--- src/rtl/tpu_input_feeder.sv ---
// tpu_input_feeder: streams rows from the TPU input memory into the left edge of the systolic
// array. Rows go out one per cycle with a diagonal skew: lane k lags lane 0 by k cycles.
//
// Ports:
//   clk_i          rising-edge clock
//   reset_i        asynchronous, active-high reset
//   start_i        one-cycle stream request (honoured only when idle and not in the done cycle)
//   base_addr_i    first memory row, captured with start_i
//   num_rows_i     number of rows to stream, captured with start_i (0 gives an immediate done)
//   mem_rd_en_o    read strobe to the input memory
//   mem_rd_addr_o  read address (base + row, wraps modulo 2^ADDR_W)
//   mem_rd_data_i  memory data, valid one cycle after mem_rd_en_o; lane k = [k*WIDTH +: WIDTH]
//   sa_data_o      skewed lane data to the array (registered)
//   sa_valid_o     per-lane valid (registered)
//   busy_o         high from the cycle after an accepted start until done
//   done_o         one-cycle completion pulse
//
// Build option: define TPU_FEEDER_ZERO_PAD_EN to drive zeros on invalid lanes. Without it an
// invalid lane holds its last valid value and only sa_valid_o qualifies the data.
// ARRAY must be at least 2.
module tpu_input_feeder #(
  parameter int unsigned WIDTH  = 8,
  parameter int unsigned ARRAY  = 4,
  parameter int unsigned ADDR_W = 8
) (
  input  logic                    clk_i,
  input  logic                    reset_i,
  input  logic                    start_i,
  input  logic [ADDR_W-1:0]       base_addr_i,
  input  logic [ADDR_W-1:0]       num_rows_i,
  output logic                    mem_rd_en_o,
  output logic [ADDR_W-1:0]       mem_rd_addr_o,
  input  logic [ARRAY*WIDTH-1:0]  mem_rd_data_i,
  output logic [ARRAY*WIDTH-1:0]  sa_data_o,
  output logic [ARRAY-1:0]        sa_valid_o,
  output logic                    busy_o,
  output logic                    done_o
);

  // The drain counter must reach ARRAY, so it needs room for ARRAY+1 distinct values.
  localparam int unsigned CntW = $clog2(ARRAY + 2);
  localparam logic [CntW-1:0]   DrainLast = CntW'(ARRAY);
  localparam logic [ADDR_W-1:0] AddrOne   = ADDR_W'(1);

  typedef enum logic [1:0] {StIdle, StRead, StDrain} state_e;

  state_e            state_q;
  logic [ADDR_W-1:0] base_q;
  logic [ADDR_W-1:0] num_q;
  logic [ADDR_W-1:0] row_q;
  logic [CntW-1:0]   drain_q;
  logic              rd_en_q;
  logic [ADDR_W-1:0] rd_addr_q;
  logic              busy_q;
  logic              done_q;
  logic              vld_in_q;

  // Control FSM with registered outputs.
  always_ff @(posedge clk_i or posedge reset_i) begin
    if (reset_i) begin
      state_q   <= StIdle;
      base_q    <= '0;
      num_q     <= '0;
      row_q     <= '0;
      drain_q   <= '0;
      rd_en_q   <= 1'b0;
      rd_addr_q <= '0;
      busy_q    <= 1'b0;
      done_q    <= 1'b0;
    end else begin
      done_q <= 1'b0;
      unique case (state_q)
        StIdle: begin
          // A start that coincides with the done pulse belongs to the finished stream.
          if (start_i && !done_q) begin
            if (num_rows_i != '0) begin
              state_q   <= StRead;
              base_q    <= base_addr_i;
              num_q     <= num_rows_i;
              row_q     <= '0;
              rd_en_q   <= 1'b1;
              rd_addr_q <= base_addr_i;
              busy_q    <= 1'b1;
            end else begin
              done_q <= 1'b1;
            end
          end
        end
        StRead: begin
          if (row_q == num_q - AddrOne) begin
            state_q <= StDrain;
            rd_en_q <= 1'b0;
            drain_q <= '0;
          end else begin
            row_q     <= row_q + AddrOne;
            rd_addr_q <= base_q + row_q + AddrOne;
          end
        end
        StDrain: begin
          // ARRAY+1 cycles: one for the memory latency plus the deepest lane's pipeline.
          if (drain_q == DrainLast) begin
            state_q <= StIdle;
            busy_q  <= 1'b0;
            done_q  <= 1'b1;
          end else begin
            drain_q <= drain_q + 1'b1;
          end
        end
        default: state_q <= StIdle;
      endcase
    end
  end

  // Memory data is valid one cycle after the read strobe.
  always_ff @(posedge clk_i or posedge reset_i) begin
    if (reset_i) begin
      vld_in_q <= 1'b0;
    end else begin
      vld_in_q <= rd_en_q;
    end
  end

  // Skew pipeline: lane k has k delay stages plus the output register, i.e. k+1 registers.
  // Index 0 is fed from memory; index k drives the array.
  for (genvar k = 0; k < ARRAY; k++) begin : g_lane
    logic [WIDTH-1:0] stg_q [k+1];
    logic [k:0]       sv_q;

    always_ff @(posedge clk_i or posedge reset_i) begin
      if (reset_i) begin
        for (int j = 0; j <= k; j++) begin
          stg_q[j] <= '0;
        end
        sv_q <= '0;
      end else begin
        sv_q[0] <= vld_in_q;
`ifdef TPU_FEEDER_ZERO_PAD_EN
        stg_q[0] <= vld_in_q ? mem_rd_data_i[k*WIDTH +: WIDTH] : '0;
`else
        if (vld_in_q) begin
          stg_q[0] <= mem_rd_data_i[k*WIDTH +: WIDTH];
        end
`endif
        for (int j = 1; j <= k; j++) begin
          sv_q[j] <= sv_q[j-1];
`ifdef TPU_FEEDER_ZERO_PAD_EN
          stg_q[j] <= sv_q[j-1] ? stg_q[j-1] : '0;
`else
          // Stages hold when their input is invalid, so the output keeps its last valid value.
          if (sv_q[j-1]) begin
            stg_q[j] <= stg_q[j-1];
          end
`endif
        end
      end
    end

    assign sa_data_o[k*WIDTH +: WIDTH] = stg_q[k];
    assign sa_valid_o[k]               = sv_q[k];
  end

  assign mem_rd_en_o   = rd_en_q;
  assign mem_rd_addr_o = rd_addr_q;
  assign busy_o        = busy_q;
  assign done_o        = done_q;

endmodule

--- config.mk ---
export PLATFORM = sky130hd
export DESIGN_NAME = tpu_input_feeder
export DESIGN_NICKNAME = d
export VERILOG_FILES = /design/src/rtl/tpu_input_feeder.sv
export SDC_FILE = /design/constraint.sdc
export NUM_CORES = 1
export LEC_CHECK = 0
export BUFFER_PORTS_ARGS = -buffer_cell sky130_fd_sc_hd__buf_2
export CORE_MARGIN = 5
export CORE_UTILIZATION = 60
export DETAILED_ROUTE_END_ITERATION = 7
export HOLD_SLACK_MARGIN = 0.15
export PLACE_DENSITY = 0.94
export SETUP_SLACK_MARGIN = 0.4
export SLEW_MARGIN = 10
export SYNTH_ARGS = -nofsm -noshare
export SYNTH_HDL_FRONTEND = slang
export SYNTH_SLANG_ARGS = --single-unit
--- constraint.sdc ---
create_clock -name clk_i -period 6.5 [get_ports clk_i]
set_input_delay 1.625 -clock clk_i [delete_from_list [all_inputs] [get_ports clk_i]]
set_output_delay 1.625 -clock clk_i [all_outputs]
set_load 0.03 [all_outputs]
==> flow_summary.toml <==
[sta]
totalNegativeSetupSlack_ns = 0
period_needed_ns = 3.29
fmax_ghz = 0.304
worst_slack_ns = 3.21
setup_viol = 0
tightest_slew_ns = 0.874
slew_headroom_pct = 41.7
hold_viol_final = 0
final-max-slew-violation-count = 0
period_share_pct = 50.6
skew_ns = 0.0112
rsz0062_at_grt = "false"

[cts]
clock_sinks = 125
cts.repair.resized = 0
cts_max_level = 4
clockBufferDepth = 2
cts_buffers = 17
insertion_delay_ns = 0.51
clkSlewWorstSetupHoldPaths_ns = 0.06
clockRootBuffer = "clkbuf_8"
post_cts.repair.setup_buffers = 0
holdBufCountCts = 0
cts_tree = "done"

[routing]
routedWlPerCell_um = 17.2
drc = 0
wl_um = 11400
vias = 3771
viasPerCell = 5.70
antenna_left = 0
drt_iter0_drc = 222
first_pass_iters = 4

[worst_setup_path]
worst-path-stages = 1
crit_required_ns = 4.88
reg2reg_to = "mem_rd_addr_o[6]"
crit_chain = "buf_2"
path_max_fanout = 18
worst_path_max_delay_cell = "dfrtp_1"
critPathTopFamily = "flip-flops"
endpoint_kind = "output pin"
worstSetupStartpoint = "g_lane[3].sv_q[1]"
critPathKind = "reg2out"
startpoint_type = "register"
crit_buf_inv = 1
reg2reg_depth = 6
critPathMaxStageDelay_ns = 0.83
r2r-start = "num_q[0]"
arrival_ns = 1.66
rrSetupSlack_ns = 3.78
setup.worst_path.end = "sa_valid_o[1]"

[run]
maxCapViolations = 0

[synthesis]
yosys_register_bits = 125
syn_area_um2 = 5640
synthFlopType = "dfrtp_1"
synth_area_leaders = "dfrtp_1 (55%), mux2_2 (16%), nand2_1 (4.0%), buf_4 (3.3%), ha_1 (2.4%)"
synth_top_area_share_pct = 55.5
synth_cells = 466
synth-edff-count = 0
yosysWarnings = 0
yosysSeqAreaShare_pct = 55.5
synth_top_area_cell = "dfrtp_1"
ys_types = 47
synthArstFlopShare_pct = 100
synth.avg_cell_area_um2 = 12.1
mappedNetlistNets = 529

[finish]
postLayoutCoreUtil_pct = 72.5
area_delta_synth_final_pct = 18.3
drive_gt1_share_pct = 40.7
nets = 601
diodes = 0
fillCellCount = 605

[die]
core_area_um2 = 9200
start_util_pct = 61.3
fp.dieH_um = 107
rows = 35
dieWidth_um = 107
io_pins = 98
die_area_um2 = 11400

[outcome]
outcome = "completed"

[place]
gp_congestion = 0.866
pre_cts_ws_ns = 2.80
dp_hpwl_um = 7690
io_buffers = 97

[global_routing]
grt_overflow_total = 0
grt_max_degree = 74
grt_pass1_wl_um = 19400
antenna_found_initial = 0
grt_use_total_pct = 21.3
first_global_vias = 3972

[hold_path]
worstHoldPathType = "reg2reg"
min_from = "mem_rd_en_o"

[power]
power_density_nw_per_um2 = 528
peakVddDrop_mv = 0.274
leakage_nw = 3.10
-- cell usage after synthesis (8+ instances only) --
cell	instances
clkbuf_1	17
inv_1	14
ha_1	11
o21ai_0	20
mux2_2	81
a21oi_1	8
nor3_1	8
nor2_1	11
dfrtp_1	125
xnor2_1	12
nand2_1	60
buf_4	25
-- routing by layer --
metal,share of wire [%],wire [µm],up-vias,GRT usage [%]
li1,-,-,1732,-
met5,0,0,-,0
met4,0.74,84,0,6.12
met2,51,5810,118,35.7
met3,5.7,650,11,6.02
met1,43,4850,1910,27.2
-- cell families (layout without fill, tap and decap cells) --
kind of cell	Yosys count	in the layout	share of synthesized area, %
and+or+nand+nor	109	109	8.88
xor gates and xnor gates	15	15	2.33
buffers and inverters	62	147	5.97
AOI/OAI and AO/OA	52	52	6.08
adders and majority gates	12	12	2.80
muxes	91	91	18.5
DFF	125	125	55.5
-- power by group --
group	switching, mW	total, mW	internal [mW]	leakage (nW)
sequential	0.215	1.25	1.04	1.48
clock	0.351	1.02	0.670	0.315
combinational	0.689	1.25	0.557	1.31
total	1.26	3.52	2.26	3.10
-- stage by stage --
step	std cells	hold WS (ns)	power, mW	instance area [µm²]
after floorplan	466	0.352	2.27	5640
after global placement	630	0.391	2.41	6020
after detailed placement	630	0.395	2.49	6020
after CTS	662	0.409	3.54	6670
after global routing	662	0.419	3.72	6670
final	662	0.408	3.52	6670
-- final cells by class --
| cell class | count | area (µm²) | area share [%] |
|---|---|---|---|
| Sequential cell | 125 | 3130 | 46.9 |
| Multi-Input combinational cell | 279 | 2190 | 32.8 |
| Timing Repair Buffer | 101 | 515 | 7.73 |
| Clock buffer | 18 | 418 | 6.27 |
| Clock inverter | 14 | 229 | 3.43 |
| Tap cell | 111 | 139 | 2.08 |
| Inverter | 14 | 55.1 | 0.825 |
-- cells in the final DEF (no fill, tap or decap), types with 2 or more instances in the layout --
cell       instances
nor2_1            11
o31ai_1            2
o21ai_1            2
buf_4              4
or3_1              4
clkinv_4           4
clkbuf_16         16
ha_1              11
nand4_1            3
nor3b_1            4
inv_1             13
mux2i_1            4
nor3_1             8
nand3_1            4
inv_6              5
a21oi_1            8
mux2_2            81
a21o_1             3
mux2_4             6
xor2_1             3
xnor2_1           12
dfrtp_1          125
nand2_1           60
nand2b_1           6
o211ai_1           3
buf_2             97
o21ai_0           20
or4_1              5
bufinv_16          5
-- how the worst min path moves through the flow --
stage,endpoint,slack [ns],cells past startpoint
floorplan,g_lane[3].sv_q[0],0.35,0
global placement,vld_in_q,0.39,0
detailed placement,vld_in_q,0.40,0
CTS,vld_in_q,0.41,0
global route,vld_in_q,0.42,0
finish,vld_in_q,0.41,0
-- state kept, by name (all words and copies together) (netlist names) --
name           count
g_lane.stg_q      56
sa_data_o         24
base_q             8
mem_rd_addr_o      8
num_q              8
row_q              8
g_lane.sv_q        4
drain_q            3
state_q            2
busy_o             1
done_o             1
mem_rd_en_o        1
vld_in_q           1
No activity file was read; power rests on OpenSTA's default activity.
